## config.mk

```make
export PLATFORM = sky130hd
export DESIGN_NAME = button_debouncer
export DESIGN_NICKNAME = d
export VERILOG_FILES = /design/src/rtl/debounce_pkg.sv /design/src/rtl/input_sync2.sv /design/src/rtl/button_debouncer.sv
export SDC_FILE = /design/constraint.sdc
export NUM_CORES = 1
export LEC_CHECK = 0
export ABC_AREA = 0
export CAP_MARGIN = 0
export CORE_UTILIZATION = 42
export DETAILED_ROUTE_END_ITERATION = 8
export PLACE_DENSITY = 0.55
export SYNTH_ARGS = -nofsm -noshare
export SYNTH_HDL_FRONTEND = slang
export SYNTH_SLANG_ARGS = --single-unit
```

## constraint.sdc

```tcl
create_clock -name clk -period 2.59 [get_ports clk]
set_clock_uncertainty 0.1 [all_clocks]
set_input_delay 0.3885 -clock clk [delete_from_list [all_inputs] [get_ports clk]]
set_output_delay 0.3885 -clock clk [all_outputs]
set_load 0.005 [all_outputs]
```

## src/rtl/debounce_pkg.sv

```systemverilog
// rtl/debounce_pkg.sv - shared FSM encoding and default timing for the button debouncer
//
// Purpose:
//   Holds the debouncer FSM state encoding (2-bit) and the default cycle
//   constants for a 50 MHz system clock. Imported by button_debouncer.
//
// Contents:
//   state_t            IDLE, PRESS_WAIT, PRESSED, RELEASE_WAIT
//   DEF_STABLE_CYCLES  20 ms at 50 MHz
//   DEF_REPEAT_CYCLES  500 ms at 50 MHz
//   DEF_CNT_WIDTH      wide enough for both defaults

package debounce_pkg;

  typedef enum logic [1:0] {
    ST_IDLE         = 2'd0,
    ST_PRESS_WAIT   = 2'd1,
    ST_PRESSED      = 2'd2,
    ST_RELEASE_WAIT = 2'd3
  } state_t;

  localparam int DEF_STABLE_CYCLES = 1000000;
  localparam int DEF_REPEAT_CYCLES = 25000000;
  localparam int DEF_CNT_WIDTH     = 25;

endpackage

```

## src/rtl/input_sync2.sv

```systemverilog
// rtl/input_sync2.sv - generic two-flop level synchronizer
//
// Purpose:
//   Brings one asynchronous level signal into the clk domain through two
//   flops. Both flops clear to 0 on reset. Reusable for any switch input.
//
// Ports:
//   clk     in   system clock, rising edge
//   resetn  in   asynchronous active-low reset
//   d       in   asynchronous level
//   q       out  synchronized level (two clk edges of latency)

module input_sync2 (
  input  logic clk,
  input  logic resetn,
  input  logic d,
  output logic q
);

  logic meta;

  always_ff @(posedge clk or negedge resetn) begin
    if (!resetn) begin
      meta <= 1'b0;
      q    <= 1'b0;
    end else begin
      meta <= d;
      q    <= meta;
    end
  end

endmodule

```

## src/rtl/button_debouncer.sv

```systemverilog
// rtl/button_debouncer.sv - debounced level and press/release pulses for one push-button
//
// Purpose:
//   Synchronizes a raw mechanical button, then accepts a level change only
//   after the synchronized value has held for STABLE_CYCLES consecutive
//   edges. Emits a registered level plus one-cycle press/release pulses.
//
// Configuration:
//   BUTTON_DEBOUNCER_AUTOREPEAT_EN  when defined, a held button re-issues
//                                   press_pulse every REPEAT_CYCLES cycles.
//
// Parameters:
//   STABLE_CYCLES  qualification length in cycles (>= 2)
//   REPEAT_CYCLES  auto-repeat period (only with the autorepeat macro)
//   CNT_WIDTH      counter width, must hold max(STABLE_CYCLES, REPEAT_CYCLES)
//
// Ports:
//   clk            in   system clock, rising edge
//   resetn         in   asynchronous active-low reset (from reset synchronizer)
//   btn_in         in   raw button, active-high, asynchronous
//   btn_level      out  debounced level, registered
//   press_pulse    out  one-cycle pulse on accepted press (and each repeat)
//   release_pulse  out  one-cycle pulse on accepted release

module button_debouncer
  import debounce_pkg::*;
#(
  parameter int STABLE_CYCLES = DEF_STABLE_CYCLES,
  parameter int REPEAT_CYCLES = DEF_REPEAT_CYCLES,
  parameter int CNT_WIDTH     = DEF_CNT_WIDTH
) (
  input  logic clk,
  input  logic resetn,
  input  logic btn_in,
  output logic btn_level,
  output logic press_pulse,
  output logic release_pulse
);

  localparam longint CNT_CAP  = longint'(1) << CNT_WIDTH;
  localparam longint CNT_NEED = (STABLE_CYCLES > REPEAT_CYCLES) ?
                                longint'(STABLE_CYCLES) : longint'(REPEAT_CYCLES);

  // Elaboration-time guards on the parameter set.
  if (STABLE_CYCLES < 2) begin : g_bad_stable
    $error("button_debouncer: STABLE_CYCLES must be at least 2");
  end
  if (CNT_CAP <= CNT_NEED) begin : g_bad_width
    $error("button_debouncer: CNT_WIDTH too small for the cycle counts");
  end

  // The edge that moves IDLE->PRESS_WAIT (or PRESSED->RELEASE_WAIT) already
  // counts as the first stable observation, so the wait state accepts when
  // the counter reaches STABLE_CYCLES-2.
  localparam logic [CNT_WIDTH-1:0] STABLE_LAST = CNT_WIDTH'(STABLE_CYCLES - 2);
  localparam logic [CNT_WIDTH-1:0] CNT_MAX     = {CNT_WIDTH{1'b1}};

`ifdef BUTTON_DEBOUNCER_AUTOREPEAT_EN
  // Counter is cleared on entry to PRESSED; REPEAT_CYCLES edges later it is
  // at REPEAT_CYCLES-1 and the repeat fires.
  localparam logic [CNT_WIDTH-1:0] REPEAT_LAST = CNT_WIDTH'(REPEAT_CYCLES - 1);
`endif

  logic                 s;
  state_t               state;
  logic [CNT_WIDTH-1:0] cnt;
  logic [CNT_WIDTH-1:0] cnt_inc;

  input_sync2 u_sync (
    .clk    (clk),
    .resetn (resetn),
    .d      (btn_in),
    .q      (s)
  );

  // Saturating increment: the counter can never wrap back into the
  // acceptance window and fire a spurious pulse.
  always_comb begin
    cnt_inc = cnt;
    if (cnt != CNT_MAX) begin
      cnt_inc = cnt + 1'b1;
    end
  end

  always_ff @(posedge clk or negedge resetn) begin
    if (!resetn) begin
      state         <= ST_IDLE;
      cnt           <= '0;
      btn_level     <= 1'b0;
      press_pulse   <= 1'b0;
      release_pulse <= 1'b0;
    end else begin
      press_pulse   <= 1'b0;
      release_pulse <= 1'b0;

      case (state)
        ST_IDLE: begin
          cnt <= '0;
          if (s) begin
            state <= ST_PRESS_WAIT;
          end
        end

        ST_PRESS_WAIT: begin
          if (!s) begin
            state <= ST_IDLE;
            cnt   <= '0;
          end else if (cnt >= STABLE_LAST) begin
            state       <= ST_PRESSED;
            cnt         <= '0;
            btn_level   <= 1'b1;
            press_pulse <= 1'b1;
          end else begin
            cnt <= cnt_inc;
          end
        end

        ST_PRESSED: begin
          if (!s) begin
            state <= ST_RELEASE_WAIT;
            cnt   <= '0;
          end else begin
`ifdef BUTTON_DEBOUNCER_AUTOREPEAT_EN
            if (cnt >= REPEAT_LAST) begin
              press_pulse <= 1'b1;
              cnt         <= '0;
            end else begin
              cnt <= cnt_inc;
            end
`else
            cnt <= '0;
`endif
          end
        end

        ST_RELEASE_WAIT: begin
          if (s) begin
            state <= ST_PRESSED;
            cnt   <= '0;
          end else if (cnt >= STABLE_LAST) begin
            state         <= ST_IDLE;
            cnt           <= '0;
            btn_level     <= 1'b0;
            release_pulse <= 1'b1;
          end else begin
            cnt <= cnt_inc;
          end
        end

        default: begin
          state <= ST_IDLE;
          cnt   <= '0;
        end
      endcase
    end
  end

endmodule

```

* After elaboration in Yosys (flattened, before gate mapping)
Index checks and enable logic that the tools add are counted.
** Word-level totals
- Flip-flop bits (word level) :: 32
- Bits in latches :: 0
- Memory bits (writable) :: 0
- ROM bits :: 0
- Bits of input ports :: 3
- Output and inout bits :: 3
- Logic and storage cells :: 48
- Memories :: 0
** Operators by class
- Add/sub/neg operators :: 1
- $mul :: 0
- Divide/modulo/power cells :: 0
- Order comparisons :: 1
- Eq/ne operators :: 12
- Shifts and indexed selects :: 0
- Multiplexer cells :: 22
- Bitwise logic cells :: 0
- Reduce and logical (&&, ||, !) cells :: 5
** Operator list (number)
- $mux W25 :: 4
- $pmux W25 S3 :: 1
- $add A25 B1 Y25 const B :: 1
- $ge A25 B20 Y1 const B :: 1
- $ne A25 B25 Y1 const B :: 1
- $mux W2 :: 6
- $mux W1 :: 9
- $ne A2 B2 Y1 const B :: 4
- $pmux W2 S4 :: 1
- $reduce_and A5 Y1 :: 1
- $eq A2 B2 Y1 const B :: 2
- $ne A2 B1 Y1 const B :: 2
- $reduce_and A4 Y1 :: 1
- $ne A3 B2 Y1 const B :: 1
- $ne A3 B3 Y1 const B :: 1
- $eq A2 B1 Y1 const B :: 1
- $logic_not A2 Y1 :: 1
- $pmux W1 S2 :: 1
- $reduce_bool A2 Y1 :: 1
- $reduce_or A2 Y1 :: 1

* Depth between registers and ports, before layout
Gate-level depths: netlist of run 1.
- Depth after elaboration :: 5
- Depth in mapped cells :: 7
- Depth with buffers taken out :: 6

* By module
From an unflattened synthesis of run 1, not the netlist that was laid out.
** Unflattened totals
- Cell total of the unflattened synthesis :: 157
- Area, all modules :: 1634.1 µm²
** By module, submodules not included
- button_debouncer :: instances 1, cells each 155, area an instance 1584.0 µm², seq. area each 750.7 µm²
- input_sync2 :: instances 1, cells each 2, area an instance 50.0 µm², seq. area each 50.0 µm²

* Least setup slack after synthesis of run 1
Ideal clock, no wire load.
- Path type :: register -> register
- From :: reg cnt[16]
- To :: reg (tool-made name)
- Data arrival time :: 1.794 ns
- Required time :: 2.365 ns
- Path slack :: 0.571 ns
- Cell stages (with the launch flop) :: 6
- Path buffers :: 0
- Cell sequence :: dfrtp_1 -> nand4_1 -> or4b_1 -> a211o_2 -> a31oi_4 -> mux2_4
** RTL lines
- start: declaration :: RTL line button_debouncer.sv:66 : logic [CNT_WIDTH-1:0] cnt;
- start signal: assignment :: RTL line button_debouncer.sv:114 : cnt <= cnt_inc;
- start signal: assignment :: RTL line button_debouncer.sv:146 : cnt <= cnt_inc;

* Final worst setup path of run 1
- From :: reg cnt[16]
- To :: reg cnt[2]
** Between the ends
- Word-level cells in the longest chain between the ends :: 5
- Elaborated cells on any way between the ends :: 7
- Classes of those cells :: order compare (1); eq/ne (1); mux (5)
** RTL lines
- parallel branches: the longest is 2 deep, another holds $ge A25 B20 Y1
- $mux W25 * :: RTL line button_debouncer.sv:108, button_debouncer.sv:140
- $mux W25, on equally long branches :: RTL line button_debouncer.sv:137, button_debouncer.sv:105
- $pmux W25 S3 * :: RTL line button_debouncer.sv:96 : case (state)
Mark *: on every way between the ends.
A chain may end at the register's enable or synchronous reset.

==> results of run 1 <==
layer usage:
metal / wire [µm] / track usage (%)
met1: 1390 / 21.1
met2: 1380 / 28.3
met3: 103 / 6.25
met4: 75 / 8.81
met5: 0 / 0
kinds of logic after synthesis:
logic type,Yosys count,synth area share (%)
xor gates and xnor gates,17,9.24
and+or+nand+nor,67,23.3
muxes,1,0.931
other,1,0.233
adders and majority gates,2,1.55
DFF,32,49.7
AOI/OAI and AO/OA,23,10.9
buffers and inverters,14,4.19
sequential cells by signal, indices dropped and copies added, names as in the netlist, named ones only:
signal	flops
u_sync.q	1
state	1
press_pulse	1
cnt	25
btn_level	1
u_sync.meta	1
release_pulse	1
cells in the final DEF (no fill, tap or decap), types with 2 or more instances in the layout:
cell             instances
clkbuf_8                 7
a21boi_0                 2
nand2_1                  8
nand4_1                  9
and4_1                   2
clkdlybuf4s50_1          5
ha_1                     2
inv_1                    6
a21oi_1                  9
nor2_1                  21
a31oi_1                  3
nand3b_1                 2
a211oi_1                 3
and3_1                   3
conb_1                   5
dfrtp_1                 32
nor3_1                   5
nand3_1                  5
buf_4                    2
xnor2_1                 16
and2_1                   3
cell type report:
type | count | area, µm² | share of cell area (%)
inverter | 6 | 22.5 | 1.22
clock inverter | 1 | 30.0 | 1.62
clock buffer | 7 | 96.3 | 5.20
sequential | 32 | 801 | 43.2
timing repair buffer | 8 | 85.1 | 4.59
tap | 48 | 60.1 | 3.24
multi-input combinational | 115 | 758 | 40.9
Yosys cell counts (all sizes together) (2+ instances only):
library cell / number
nand4: 9
nor3: 5
ha: 2
xnor2: 16
nand2: 8
nand3b: 2
and3: 3
and4: 2
nor4: 3
dfrtp: 32
inv: 6
clkbuf: 3
nor2: 21
nand3: 5
a21boi: 2
buf: 5
a31oi: 4
a21oi: 9
a211oi: 3
and2: 4
path summary, 6_finish.rpt:
| check | from | cells past startpoint | slack [ns] | endpoint |
|---|---|---|---|---|
| worst max-delay path | cnt[16] | 6 | 0.39 | cnt[2] |
| worst min-delay path | u_sync.meta | 0 | 0.25 | u_sync.q |
| worst max register to register | cnt[16] | 6 | 0.39 | cnt[2] |
| worst min register to register | u_sync.meta | 0 | 0.25 | u_sync.q |
| max in group asynchronous | resetn | 2 | 1.70 | cnt[5] |
| min in group asynchronous | resetn | 2 | 0.40 | state[0] |
critical path, delay by kind of cell (launching register included):
kind | cells | cell delay [ns]
compound gates | 1 | 0.37
buf+inv | 1 | 0.19
flops | 1 | 0.41
simple gates | 4 | 1.01
power by group through the flow:
stage | Clock [µW] | Combinational (µW) | Sequential (µW)
2_1_floorplan | 0 | 72.1 | 566
3_3_place_gp | 0 | 125 | 568
3_5_place_dp | 0 | 128 | 570
4_1_cts | 531 | 128 | 560
5_1_grt | 550 | 140 | 567
6_report | 516 | 125 | 560
per-stage QoR:
step	cell area [µm²]	setup WS (ns)	hold WS [ns]
after floorplan	1630	0.571	-0.00709
after global placement	1730	0.414	0.232
after detailed placement	1730	0.377	0.235
after CTS	1850	0.379	0.250
after global routing	1850	0.183	0.266
final	1850	0.387	0.250
==> metrics.md, run 1 <==
| Metric | Value |
|---|---|
| Clk buf depth | 2 |
| First-pass GRT wire length | 5420 µm |
| Total grt overflow | 0 |
| Vias | 1,142 |
| Slowest CP cell | or4b_1 |
| CTS tree | done |
| # hold bufs at CTS | 0 |
| Synth Instances | 157 |
| WL/cell | 13.6 µm |
| Hold Crit Class | reg -> reg |
| Initial core utilization | 44.0% |
| Row count | 22 |
| Total GRT Usage | 17.8% |
| Die Area | 4090 µm² |
| CTS buffer count | 5 |
| Total internal power | 948 µW |
| # setup viols final | 0 |
| Non-Filler Instances | 217 |
| Detail Placement HPWL | 2130 µm |
| Starting DRT DRC Count | 61 |
| CTS resizes | 0 |
| CP Capture Type | flip-flop |
| Final hold vios | 0 |
| Reg power frac | 46.6% |
| Fin util | 50.6% |
| Number of global-route vias before repair | 1,213 |
| Leakage | 0.000736 µW |
| Net Sw Frac | 21.0% |
| IO Pins | 6 |
| CTS Sinks | 32 |
| Critical path type | reg -> reg |
| Largest net degree at the start of global routing | 33 |
| Worst-Skew Late Latency | 0.29 ns |
| Final Critical Period | 2.20 ns |
| Max Cap Viol | 0 |
| Core Area | 3660 µm² |
| Share of synthesized registers carrying an async set or reset | 100% |
| Antenna-violating nets left | 0 |
| Sw Pwr | 252 µW |
| Max-slew violations | 0 |
| Antenna violations before repair | 0 |
| Peak supply drop | 0.425 mV |
| Nets@finish | 173 |
| CP peak stage delay | 0.51 ns |
| WL final | 2950 µm |
| Postcts setup bufs | 0 |
| Number of synthesized flops with an enable pin | 0 |
| Yosys cell types | 39 |
| Status | finished clean |
| Synth area leaders | dfrtp_1 50%, xnor2_1 8.7%, nor2_1 4.9% |
| Register area share after synthesis | 49.7% |
| Total negative slack | 0 ns |
| Synth Flop Type | dfrtp_1 |
| PortBufs | 5 |
| Vias/cell | 5.26 |
| Drt first pass iters | 4 |
| Fillers | 336 |
| Clock power share | 43.0% |
| Post-Syn Area per Cell | 10.3 µm² |
| Area leader, netlist | dfrtp_1 |
| CP Data Required Time | 2.65 ns |
| RSZ-0062 raised after global routing | no |
| Crit-path max FO | 13 |
| CTS Root Cell | clkbuf_8 |
| Cell-by-cell trace of the critical path | nand4_1 -> or4b_1 -> a211o_2 -> nand3_1 -> buf_12 -> nor2_1 |
| H-Tree Depth | 2 |
| Clock transition at path regs | 0.07 ns |
| Remaining DRCs | 0 |
| Power Density | 648 nW/µm² |
| Die width | 63.9 µm |
| Worst Setup Start Kind | flip-flop |
| Die Ht | 63.9 µm |
| Fin crit share | 85.1% |
| Synthesis Warnings | 0 |
| Layout cell share with drive strength beyond 1 | 11.8% |
| #FFs+latches synth | 32 |
| Crit path arrival time | 2.26 ns |
| N_diodes | 0 |
| Dpl cells | 209 |
| Cell Area, Synth | 1610 µm² |
| Synth top area share | 49.7% |
| Layout area overhead | 15.0% |
| Comb pwr share | 10.4% |
| Tot Pwr | 1200 µW |
| Highest clock rate | 454 MHz |
| Placer Congestion | 0.862 |
Note: power is estimated with default switching activity, not from simulation.
==> run 2, diff against run 1 <==
- RECOVER_POWER: not set -> 50
==> run 2 against run 1 <==
Critical path type unchanged. The run now ends with capacitance limit, slew limit left. Global-route usage unchanged. Non-clock buffer count unchanged. Sequential cell count unchanged. Critical path depth did not move.
==> metrics.md, run 2 (synthesized netlist as in run 1, its figures left out) <==
| Metric | Value |
|---|---|
| Max-slew violations | 33 |
| Critical path type | reg -> reg |
| Path depth of the worst reg2reg path | 6 |
| Nets@finish | 173 |
| CTS buffer count | 5 |
| WL met3 | 103 µm |
| # hold bufs at CTS | 0 |
| Number of global-route vias before repair | 1,213 |
| CP Capture Type | flip-flop |
| Vias | 1,146 |
| Placer Congestion | 0.862 |
| Layout area overhead | 14.8% |
| Clk buf depth | 2 |
| Max Cap Viol | 1 |
| Worst-Skew Late Latency | 0.29 ns |
| Total grt overflow | 0 |
| RR Startpoint | cnt[16] |
| Drt first pass iters | 4 |
| RR Endpoint | cnt[2] |
| Die Area | 4090 µm² |
| Die Ht | 63.9 µm |
| PortBufs | 5 |
| Row count | 22 |
| CTS Sinks | 32 |
| Detail Placement HPWL | 2130 µm |
| Worst Setup Start Kind | flip-flop |
| Antenna violations before repair | 0 |
| Failing checks | capacitance limit, slew limit |
| First-pass GRT wire length | 5420 µm |
| Crit-path max FO | 13 |
| Most frequent cells in the layout | 32 x dfrtp_1, 21 x nor2_1, 16 x xnor2_1, 9 x nand4_1, 9 x a21oi_1 |
| Highest clock rate | 454 MHz |
| Die width | 63.9 µm |
| Layout cell share with drive strength beyond 1 | 11.2% |
| Final hold vios | 0 |
| Leakage | 0.000732 µW |
| IO Pins | 6 |
| Power Density | 649 nW/µm² |
| Hold path depth | 0 |
| CTS tree | done |
| Postcts setup bufs | 0 |
| Crit path arrival time | 2.26 ns |
| Measured slew at the worst slew-check pin | 1.65 ns |
| Slew margin rel. | -10.2% |
| CTS resizes | 0 |
| CP Data Required Time | 2.65 ns |
| Fillers | 338 |
| Remaining DRCs | 0 |
| Hold_ws | 0.250 ns |
| Status | finished, violations left |
| H-Tree Depth | 2 |
| Largest net degree at the start of global routing | 33 |
| Antenna-violating nets left | 0 |
| Max reg flops | 25 |
| Total negative slack | 0 ns |
| Peak supply drop | 0.425 mV |
| Core Area | 3660 µm² |
| R2r setup slk | 0.39 ns |
| M1 WL | 1380 µm |
| Starting DRT DRC Count | 61 |
| Final Critical Period | 2.20 ns |
| Hold Crit Class | reg -> reg |
| DR WL met2 | 1390 µm |
| Worst hold start | u_sync.meta |
| RSZ-0062 raised after global routing | no |
| Fin crit share | 85.1% |
| Reg with most FFs | cnt |
| CTS Root Cell | clkbuf_8 |
| Total GRT Usage | 17.8% |
| Min-Delay Endpoint | u_sync.q |
| Clock transition at path regs | 0.07 ns |
| Top layer in use | met4 |
| Initial core utilization | 44.0% |
| N_diodes | 0 |
| Commonest non-fill, non-tap cell in the layout | dfrtp_1 |
| # setup viols final | 0 |
| WL/cell | 13.6 µm |
| WL final | 2950 µm |
| Vias/cell | 5.28 |
[run 2: per-stage QoR]
step / power [µW] / instance area [µm²] / util [%] / setup WS [ns] / cells
final: 1200 / 1850 / 50.5 / 0.387 / 217
after global routing: 1260 / 1850 / 50.5 / 0.0920 / 217
after CTS: 1220 / 1850 / 50.6 / 0.379 / 217
after detailed placement: 698 / 1730 / 47.2 / 0.377 / 209
after global placement: 693 / 1730 / 47.2 / 0.414 / 209
after floorplan: 638 / 1630 / - / 0.571 / 161
[run 2: where the power goes]
| part | internal (µW) | total [µW] | leakage (µW) | switching (µW) |
|---|---|---|---|---|
| logic | 72.2 | 123 | 0.000244 | 50.9 |
| registers | 536 | 560 | 0.000424 | 24.3 |
| clock network | 339 | 516 | 0.0000645 | 177 |
| total | 947 | 1200 | 0.000732 | 252 |
[run 2: metal layers]
metal	vias up	GRT usage, %
met5	-	0
met4	0	8.81
met3	7	6.25
met2	12	28.3
met1	563	21.1
li1	564	-
[run 2: worst max-delay path, stage by stage, from the launching register on]
cell and delay [ns]:
dfrtp_1 0.41, nand4_1 0.15, or4b_1 0.51, a211o_2 0.37
nand3_1 0.29, buf_12 0.19, nor2_1 0.06
[run 2: worst max-delay path by stage]
stage | from | endpoint | slack [ns]
finish | cnt[16] | cnt[2] | 0.39
global route | resetn | cnt[3] | 0.09
CTS | cnt[16] | cnt[2] | 0.38
detailed placement | cnt[16] | cnt[8] | 0.38
global placement | cnt[16] | cnt[8] | 0.41
floorplan | cnt[16] | flip-flop | 0.57
[run 2: final cells by class]
cell class                      instances  area [µm²]  area share [%]
Tap cell                               48        60.1            3.25
Inverter                                6        22.5            1.22
Timing Repair Buffer                    8        81.3            4.40
Clock inverter                          1        30.0            1.62
Multi-Input combinational cell        115         758            41.0
Clock buffer                            7        96.3            5.21
Sequential cell                        32         801            43.3
==> run 3, diff against run 2 <==
- PLACE_DENSITY: 0.55 -> 0.65
==> run 3 against run 2 <==
The run now ends clean. Power down 4.5%. Worst hold slack better by 0.0016 ns. Worst setup slack better by 0.042 ns. Sequential power about the same. Register-to-register slack better by 0.04 ns. First-iteration DRC count down 39%. Non-clock buffer count up 1. Final cell count up 0.46%. Maximum frequency up 1.9%. Core utilization down 0.75 points. Count of clock-buffer cells in the layout down 1. Via count up 3.3%. Largest cell class unchanged.
==> metrics.md, run 3 (synthesized netlist as in run 1, its figures left out) <==
| Metric | Value |
|---|---|
| Cell-by-cell trace of the critical path | nand4_1 -> or4b_1 -> a211o_2 -> a31oi_4 -> mux2_4 |
| Hold Crit Class | reg -> reg |
| IO Pins | 6 |
| Remaining DRCs | 0 |
| First-pass GRT wire length | 5450 µm |
| Starting DRT DRC Count | 37 |
| CTS Root Cell | clkbuf_8 |
| Total negative slack | 0 ns |
| CP Data Required Time | 2.66 ns |
| Crit path arrival time | 2.23 ns |
| Antenna violations before repair | 0 |
| CTS tree | done |
| # hold bufs at CTS | 0 |
| Placer Congestion | 0.840 |
| Die width | 63.9 µm |
| Fin crit share | 83.4% |
| Most frequent cells in the layout | 32 x dfrtp_1, 21 x nor2_1, 16 x xnor2_1, 9 x nand4_1, 9 x a21oi_1 |
| Initial core utilization | 44.0% |
| RSZ-0062 raised after global routing | no |
| Slew margin rel. | 36.2% |
| Crit-path max FO | 5 |
| WL/cell | 14.1 µm |
| Drt first pass iters | 4 |
| Reg with most FFs | cnt |
| Vias/cell | 5.43 |
| Vias | 1,184 |
| CTS Sinks | 32 |
| Dpl cells | 210 |
| Die Ht | 63.9 µm |
| Row count | 22 |
| Total GRT Usage | 17.9% |
| Die Area | 4090 µm² |
| Worst Setup Start Kind | flip-flop |
| Power Density | 629 nW/µm² |
| Max-slew violations | 0 |
| Peak supply drop | 0.383 mV |
| CTS buffer count | 5 |
| Measured slew at the worst slew-check pin | 0.957 ns |
| Commonest non-fill, non-tap cell in the layout | dfrtp_1 |
| Postcts setup bufs | 0 |
| CP Capture Type | flip-flop |
| Core Area | 3660 µm² |
| Slowest CP cell | or4b_1 |
| Final Critical Period | 2.16 ns |
| Clk buf depth | 2 |
| Crit path max-delay family | simple AND/OR/NAND/NOR gates |
| WL met3 | 105 µm |
| M1 WL | 1400 µm |
| Layout area overhead | 13.0% |
| CP bufs+invs | 0 |
| Nets@finish | 174 |
| Critical path type | reg -> reg |
| Detail Placement HPWL | 2180 µm |
| DR WL met2 | 1520 µm |
| H-Tree Depth | 2 |
| Worst-Skew Late Latency | 0.28 ns |
| Pre-CTS setup slack | 0.439 ns |
| CP peak stage delay | 0.51 ns |
| Antenna-violating nets left | 0 |
| PortBufs | 5 |
| Leakage | 0.000718 µW |
| PnR worst setup slack | 0.429 ns |
| Layout cell share with drive strength beyond 1 | 10.6% |
| Top layer in use | met4 |
| Non-Filler Instances | 218 |
| Max reg flops | 25 |
| WL final | 3070 µm |
| Highest clock rate | 463 MHz |
| Status | finished clean |
| Total grt overflow | 0 |
| Number of global-route vias before repair | 1,196 |
| N_diodes | 0 |
| # setup viols final | 0 |
| CTS resizes | 0 |
| Final hold vios | 0 |
| Clock transition at path regs | 0.06 ns |
| Max Cap Viol | 0 |
| Largest net degree at the start of global routing | 21 |
==> run 3: cell types whose count changed in the layout (fill, tap and decap cells not counted), sizes merged <==
cell / before / now
clkinv: 0 / 1
==> run 3: final timing paths <==
kind	start	depth (start not counted)	endpoint	slack, ns
min in group asynchronous	resetn	2	cnt[8]	0.60
hold reg to reg	u_sync.meta	0	u_sync.q	0.25
setup / recovery	cnt[16]	5	flip-flop	0.43
max in group asynchronous	resetn	2	cnt[5]	1.11
hold / removal	u_sync.meta	0	u_sync.q	0.25
setup reg to reg	cnt[16]	5	flip-flop	0.43
==> run 3: where the power goes <==
group | internal, µW | leakage [µW] | total [µW] | switching (µW)
clock | 285 | 0.0000552 | 461 | 176
combinational | 72.1 | 0.000239 | 125 | 52.8
sequential | 536 | 0.000424 | 560 | 23.7
==> run 3: cell type report <==
type / instances / area, µm²
Tap cell: 48 / 60.1
Timing Repair Buffer: 9 / 72.6
Multi-Input combinational cell: 115 / 758
Inverter: 6 / 22.5
Sequential cell: 32 / 801
Fill cell: 332 / 1840
Clock inverter: 2 / 35.0
Clock buffer: 6 / 72.6
==> run 3: routing by layer <==
| metal | vias to the layer above | track usage (%) |
|---|---|---|
| li1 | 567 | - |
| met1 | 591 | 21.8 |
| met2 | 20 | 29.3 |
| met3 | 6 | 5.36 |
| met4 | 0 | 7.67 |
| met5 | - | 0 |
==> run 3: metrics by stage <==
step	area (µm²)	hold WS, ns	utilization (%)	power [µW]
2_1_floorplan	1630	-0.00709	-	638
3_3_place_gp	1720	0.233	47.0	692
3_5_place_dp	1720	0.238	47.0	699
4_1_cts	1830	0.253	50.0	1170
5_1_grt	1820	0.254	49.8	1200
6_report	1820	0.251	49.8	1150
